[config.mk]
export PLATFORM = sky130hd
export DESIGN_NAME = fwd_hazard_ctrl
export DESIGN_NICKNAME = d
export VERILOG_FILES = /design/src/rtl/fwd_pkg.sv /design/src/rtl/lat_scoreboard.sv /design/src/rtl/fwd_hazard_ctrl.sv
export SDC_FILE = /design/constraint.sdc
export NUM_CORES = 1
export LEC_CHECK = 0
export CORE_ASPECT_RATIO = 1.75
export CORE_UTILIZATION = 64
export DETAILED_ROUTE_END_ITERATION = 10
export DONT_BUFFER_PORTS = 1
export HOLD_SLACK_MARGIN = 0.03
export PLACE_DENSITY_LB_ADDON = 0.08
export SLEW_MARGIN = 10
export SYNTH_ARGS = -nofsm -noshare
export SYNTH_HDL_FRONTEND = slang
export SYNTH_HIERARCHICAL = 1
export SYNTH_SLANG_ARGS = --single-unit
[constraint.sdc]
create_clock -name clk -period 4.75 [get_ports clk]
set_clock_uncertainty 0.2 [all_clocks]
set_input_delay 0.475 -clock clk [delete_from_list [all_inputs] [get_ports clk]]
set_output_delay 0.475 -clock clk [all_outputs]
set_load 0.05 [all_outputs]
[src/rtl/fwd_pkg.sv]
// Shared types and constants for the EX-stage forwarding / hazard controller.
package fwd_pkg;

    // Widest register address a shadow-pipeline entry can hold; REG_AW must not exceed it.
    localparam int STAGE_AW = 8;

    // Operand select value meaning "take the operand from the register file".
    localparam int FWD_NONE = 0;

    // One in-flight instruction as seen by the forwarding logic.
    typedef struct packed {
        logic                valid;
        logic                wr;
        logic                is_load;
        logic [STAGE_AW-1:0] dst;
    } stage_t;

    localparam stage_t STAGE_BUBBLE = '0;

    // Bits needed to encode selects 0..depth (0 = regfile, k = k-th stage after EX).
    function automatic int sel_width(input int depth);
        return (depth < 1) ? 1 : $clog2(depth + 1);
    endfunction

endpackage

[src/rtl/lat_scoreboard.sv]
// Per-register countdown scoreboard for long-latency ops. A counter is loaded
// with the op latency at issue and counts down to zero, at which point the
// result is in the register file. Register 0 never holds a pending result.
module lat_scoreboard
    import fwd_pkg::*;
#(
    parameter int REG_AW = 4,
    parameter int LAT_W  = 3,
    parameter int NQ     = 3
) (
    input  logic              clk,
    input  logic              rst_n,
    input  logic              set_en,
    input  logic [REG_AW-1:0] set_addr,
    input  logic [LAT_W-1:0]  set_val,
    input  logic [NQ*REG_AW-1:0] q_addr,
    output logic [NQ-1:0]     q_busy,
    output logic              any_busy
);

    localparam int NREG = 1 << REG_AW;

    // One "counter is nonzero" flag per register; queries and the global busy flag read these.
    logic [NREG-1:0] nz;

    genvar gi;
    generate
        for (gi = 0; gi < NREG; gi++) begin : g_cell
            if (gi == 0) begin : g_zero
                assign nz[gi] = 1'b0;
            end else begin : g_cnt
                logic [LAT_W-1:0] cnt_reg;

                // Load on issue, otherwise count down towards zero.
                always_ff @(posedge clk or negedge rst_n) begin
                    if (!rst_n) begin
                        cnt_reg <= '0;
                    end else if (set_en && (set_addr == REG_AW'(gi))) begin
                        cnt_reg <= set_val;
                    end else if (cnt_reg != '0) begin
                        cnt_reg <= cnt_reg - LAT_W'(1);
                    end
                end

                assign nz[gi] = (cnt_reg != '0);
            end
        end

        for (gi = 0; gi < NQ; gi++) begin : g_query
            assign q_busy[gi] = nz[q_addr[gi*REG_AW +: REG_AW]];
        end
    endgenerate

    assign any_busy = |nz;

endmodule

[src/rtl/fwd_hazard_ctrl.sv]
// EX-stage forwarding and ID hazard controller. A shadow pipeline mirrors the
// destination registers of in-flight pipelined instructions so that the EX
// operand selects can be computed in ID and registered alongside the
// instruction. Load-use and long-latency hazards stall ID.
module fwd_hazard_ctrl
    import fwd_pkg::*;
#(
    parameter int REG_AW    = 4,
    parameter int NUM_SRC   = 2,
    parameter int FWD_DEPTH = 2,
    parameter int LAT_W     = 3,
    parameter int CNT_W     = 16,
    localparam int SEL_W    = sel_width(FWD_DEPTH)
) (
    input  logic                      clk,
    input  logic                      rst_n,
    input  logic                      flush,
    input  logic                      id_valid,
    input  logic [NUM_SRC*REG_AW-1:0] id_src,
    input  logic [NUM_SRC-1:0]        id_src_used,
    input  logic                      id_wr,
    input  logic [REG_AW-1:0]         id_dst,
    input  logic                      id_is_load,
    input  logic [LAT_W-1:0]          id_lat,
    output logic                      stall,
    output logic [NUM_SRC*SEL_W-1:0]  fwd_sel,
    output logic                      ex_valid,
    output logic                      lat_busy,
    output logic [CNT_W-1:0]          stall_cycles
);

    localparam int NQ = NUM_SRC + 1;

    // shadow_reg[0] is the instruction in EX, shadow_reg[k] is k stages past EX.
    stage_t [FWD_DEPTH:0]      shadow_reg;
    stage_t                    s0_next;

    logic                      issue;
    logic                      long_op;
    logic                      load_use;
    logic                      wr_hazard;
    logic                      sb_hazard;
    logic                      sb_set;
    logic                      stall_int;
    logic [NUM_SRC-1:0]        src_live;
    logic [NUM_SRC-1:0]        lu_hit;
    logic [NUM_SRC-1:0]        sb_src_hit;
    logic [NUM_SRC*SEL_W-1:0]  sel_next;
    logic [NUM_SRC*SEL_W-1:0]  fwd_sel_reg;
    logic [NQ*REG_AW-1:0]      q_addr;
    logic [NQ-1:0]             q_busy;
    logic [CNT_W-1:0]          stall_cnt_reg;

    assign long_op = (id_lat != '0);

    genvar gi, gk;
    generate
        for (gi = 0; gi < NUM_SRC; gi++) begin : g_src
            logic [REG_AW-1:0]    src;
            logic [FWD_DEPTH-1:0] hit;
            logic [SEL_W-1:0]     sel;

            assign src         = id_src[gi*REG_AW +: REG_AW];
            // Unused sources and r0 can never create a dependency.
            assign src_live[gi] = id_src_used[gi] && (src != '0);

            // hit[k] : the entry now in stage k will sit in stage k+1 when this
            // instruction reaches EX, so it is reachable with select k+1.
            for (gk = 0; gk < FWD_DEPTH; gk++) begin : g_stage
                assign hit[gk] = src_live[gi] && shadow_reg[gk].valid && shadow_reg[gk].wr &&
                                 (shadow_reg[gk].dst == STAGE_AW'(src));
            end

            // Nearest producer wins: scan from oldest to youngest, younger overrides.
            always_comb begin
                sel = SEL_W'(FWD_NONE);
                for (int k = FWD_DEPTH; k >= 1; k--) begin
                    if (hit[k-1]) begin
                        sel = SEL_W'(k);
                    end
                end
            end

            // A load in EX has no data until end of MEM, so a consumer must wait a cycle.
            assign lu_hit[gi]     = src_live[gi] && shadow_reg[0].valid && shadow_reg[0].wr &&
                                    shadow_reg[0].is_load && (shadow_reg[0].dst == STAGE_AW'(src));
            assign sb_src_hit[gi] = src_live[gi] && q_busy[gi];
            assign sel_next[gi*SEL_W +: SEL_W] = issue ? sel : SEL_W'(FWD_NONE);
        end
    endgenerate

    // Scoreboard queries: every source, plus the destination for the WAW check.
    assign q_addr    = {id_dst, id_src};
    assign wr_hazard = id_wr && (id_dst != '0) && q_busy[NUM_SRC];
    assign sb_hazard = (|sb_src_hit) || wr_hazard;
    assign load_use  = |lu_hit;

    assign stall_int = id_valid && (load_use || sb_hazard) && !flush;
    assign issue     = id_valid && !stall_int && !flush;

    // Long ops without a destination have nothing to track.
    assign sb_set    = issue && long_op && id_wr && (id_dst != '0);

    // Build the entry entering EX; long ops travel as non-writers since their
    // result is never forwarded.
    always_comb begin
        s0_next = STAGE_BUBBLE;
        if (issue) begin
            s0_next.valid   = 1'b1;
            s0_next.wr      = id_wr && (id_dst != '0) && !long_op;
            s0_next.is_load = id_is_load;
            s0_next.dst     = STAGE_AW'(id_dst);
        end
    end

    // Shadow pipeline advances every cycle; stalls appear as bubbles in EX.
    always_ff @(posedge clk or negedge rst_n) begin
        if (!rst_n) begin
            shadow_reg <= '0;
        end else begin
            shadow_reg <= {shadow_reg[FWD_DEPTH-1:0], s0_next};
        end
    end

    // Operand selects travel into EX together with the instruction.
    always_ff @(posedge clk or negedge rst_n) begin
        if (!rst_n) begin
            fwd_sel_reg <= '0;
        end else begin
            fwd_sel_reg <= sel_next;
        end
    end

    // Saturating count of stalled cycles.
    always_ff @(posedge clk or negedge rst_n) begin
        if (!rst_n) begin
            stall_cnt_reg <= '0;
        end else if (stall_int && (stall_cnt_reg != '1)) begin
            stall_cnt_reg <= stall_cnt_reg + CNT_W'(1);
        end
    end

    lat_scoreboard #(
        .REG_AW (REG_AW),
        .LAT_W  (LAT_W),
        .NQ     (NQ)
    ) u_sb (
        .clk      (clk),
        .rst_n    (rst_n),
        .set_en   (sb_set),
        .set_addr (id_dst),
        .set_val  (id_lat),
        .q_addr   (q_addr),
        .q_busy   (q_busy),
        .any_busy (lat_busy)
    );

    assign stall        = stall_int;
    assign fwd_sel      = fwd_sel_reg;
    assign ex_valid     = shadow_reg[0].valid;
    assign stall_cycles = stall_cnt_reg;

endmodule

==> results of run 1 <==
-- kinds of logic (layout without fill, tap and decap cells) --
kind of cell,after synthesis,after routing
mux,39,39
fa+ha+maj,31,31
flops,78,78
compound gates,63,63
buf+inv,43,55
xor+xnor,46,46
simple gates,187,187
-- cells in the mapped netlist, types with 7 or more instances --
master,n
xor2_1,28
dfrtp_1,78
o21ai_0,26
inv_1,36
xnor2_1,18
nor4_1,7
mux2i_1,14
ha_1,31
a21oi_1,20
nor3_1,8
nand2_1,42
nand2b_1,18
nor2_1,54
nand3_1,10
mux4_2,9
mux2_2,13
nor3_2,8
-- cell usage in the layout (no fill, tap or decap), types with 13 or more instances in the layout --
cell type  count
dfrtp_1       78
inv_1         36
mux2i_1       14
nand2_1       42
nand2b_1      18
a21oi_1       20
o21ai_0       26
xor2_1        28
xnor2_1       18
mux2_2        13
nor2_1        54
ha_1          31
-- stage by stage --
stage | setup slack (ns) | instance area [µm²] | power (mW)
after floorplan | 1.140 | 4893 | 2.142
after global placement | 0.5823 | 4962 | 2.284
after detailed placement | 0.5047 | 4962 | 2.355
after CTS | 0.4814 | 5300 | 3.071
after global routing | 0.1920 | 5300 | 3.295
final | 0.4523 | 5300 | 3.047
-- routing by layer --
metal / vias to the layer above / GRT usage (%) / share of wire (%)
met3: 17 / 6.395 / 4.3
met5: - / 0 / 0
met2: 87 / 48.90 / 55
met4: 0 / 11.07 / 2.5
li1: 1684 / - / -
met1: 1723 / 29.31 / 38
-- how the worst max path moves through the flow --
stage | endpoint | slack, ns | cells after the start
6_report | u_sb/g_cell[3].g_cnt.cnt_reg[1] | 0.45 | 15
5_1_grt | u_sb/g_cell[3].g_cnt.cnt_reg[1] | 0.19 | 15
4_1_cts | u_sb/g_cell[3].g_cnt.cnt_reg[1] | 0.48 | 15
3_5_place_dp | u_sb/g_cell[3].g_cnt.cnt_reg[1] | 0.50 | 15
3_3_place_gp | u_sb/g_cell[3].g_cnt.cnt_reg[1] | 0.58 | 15
2_1_floorplan | u_sb/g_cell[3].g_cnt.cnt_reg[1] | 1.14 | 15
-- cell type report --
class	count	area (µm²)	area share, %
Clock buffer	10	239.0	4.509
Clock inverter	6	61.31	1.157
Inverter	37	138.9	2.620
Multi-Input combinational cell	366	2764	52.15
Sequential cell	78	1952	36.83
Tap cell	86	107.6	2.030
Timing Repair Buffer	2	37.54	0.7082
-- power by group --
part / switching [mW] / internal, mW / leakage, nW
Combinational: 0.598 / 0.616 / 1.28
Sequential: 0.246 / 0.905 / 0.978
Clock: 0.263 / 0.419 / 0.148
-- timing repair --
action	in CTS	in global routing
buffers inserted	0	0
hold endpoints to repair	78	0
hold buffers	2	0
==> flow_summary.yaml, run 1 <==
clock_network:
  h-tree-depth: 3
  cts_inserted_buffers: 9
  clkSinkCount: 78
  clk_pin_slew_worst_paths_ns: 0.06
  clockBufferDepth: 2
  clk_latency_ns: 0.34
  cts_root_buffer: "clkbuf_16"
  cts_resized: 0
  cts_tree: "done"
place:
  dpl.hpwl_mm: 7.173
  port_buffers: 0
  globalplace.congestion: 0.8286
  place_inst: 567
finish:
  diodes: 0
  drive_gt1_share_pct: 13.83
  post-route-util_pct: 72.76
  largest_reg_flops: 45
  area_growth_pct: 8.310
  final_cells: 585
  nets: 548
  n_fill_cell: 532
synth:
  ys_types: 51
  synth_top_flop_cell: "dfrtp_1"
  synth_top_family_by_area: "simple AND/OR/NAND/NOR gates"
  synth-seq-cells: 78
  synth_compound_area_share_pct: 8.029
  yosysSeqAreaShare_pct: 39.89
  synth_edf_count: 0
  syn_avg_cell_area_um2: 10.05
  synth_nets: 541
  synth_top_area_share_pct: 39.89
  synth-async-reset-ratio_pct: 100.0
  netlist_instances: 487
  synth_area_leaders: "dfrtp_1, ha_1, xor2_1"
  synth_xor_area_share_pct: 8.233
  synth_top_area_cell: "dfrtp_1"
  syn_area_um2: 4893
  synth_mux_area_share_pct: 10.76
  synth_fa_ha_area_share_pct: 7.926
  synth-simple-area-share_pct: 21.53
  yosysWarnings: 6
worst_setup_path:
  crit_family: "simple AND/OR/NAND/NOR gates"
  reg2reg_slack_ns: 0.45
  reg2reg_from: "u_sb/g_cell[14].g_cnt.cnt_reg[0]"
  crit_path_start_kind: "flip-flop"
  arrival_ns: 4.32
  cp-startpoint: "u_sb/g_cell[14].g_cnt.cnt_reg[0]"
  critical_path.cell_chain: "inv_1 -> ha_1 -> nand2b_1 -> mux4_2 -> nor2_1 -> a211oi_1 -> inv_1 -> nor2_1 -> a211o_1 -> nor2_8 -> nand2_4 -> nor3b_1 -> nor3b_2 -> and2b_1 -> mux2_2"
  cp.required_ns: 4.78
  end_kind: "flip-flop"
  rr_worst_depth: 15
  slowest_delay_ns: 0.52
  path_max_fanout: 17
  crit_type: "flip-flop to flip-flop"
  cp_num_buf_inv: 2
  timing.rr.end: "u_sb/g_cell[3].g_cnt.cnt_reg[1]"
  cp_slowest_cell: "mux4_2"
floorplanning:
  rows: 41
  die_area_um2: 8014
  die_w_um: 68.10
  die_y_um: 117.7
  pin_count: 46
  start_util_pct: 67.18
  coreArea_um2: 7284
timing:
  fin_crit_sh_pct: 90.48
  hold_viol: 0
  slew_headroom_pct: 41.54
  setup_viol_count_final: 0
  final_max_slew_viol_count: 0
  rsz0062_at_grt: "no"
  finalSetupTns_ns: 0
  period_minus_slack_ns: 4.298
  holdWs_ns: 0.05575
  worst_pin_slew_ns: 0.8737
  fmax_mhz: 232.7
grt:
  grt_max_degree: 79
  grt_antenna_before_repair: 0
  grt_pass1_vias: 3618
  gr-total-overflow: 0
  grt_usage_pct: 27.42
  grt_pass1_wl_mm: 16.43
drt:
  via_per_inst: 6.002
  detail-route-antenna-nets: 0
  wl_mm: 9.993
  drt_iter0_markers: 325
  dr.pass1.iters: 4
  vias: 3511
  drc: 0
  wire_per_inst_um: 17.08
worst_hold_path:
  holdPathEnd: "u_sb/g_cell[3].g_cnt.cnt_reg[0]"
  min_path_type: "input pin to flip-flop"
  whs_path_depth: 2
  min_from: "id_lat[0]"
power_and_ir_drop:
  leakage_nw: 2.409
  power_density_nw_per_um2: 574.9
  vdd_drop_max_mv: 0.3618
outcome:
  status: "complete, no violations"
job:
  drv_cap: 0
No activity file was read; power rests on OpenSTA's default activity.
==> run 2: changes to the inputs <==
CAP_MARGIN = 20   (was not set)
clock period = 4.7 ns   (was 4.75 ns; I/O delays follow)
==> results of run 2 <==
The final DEF is identical to that of run 1. Status: complete, no violations.
Main changes from that run: setup slack after placement 0.5047 ns -> 0.4547 ns; setup slack after layout 0.4523 ns -> 0.4023 ns; hold slack 0.05575 ns -> 0.05075 ns; register-to-register setup slack 0.45 ns -> 0.40 ns; total power 3.047 mW -> 3.079 mW; worst IR drop on VDD 0.3618 mV -> 0.3656 mV
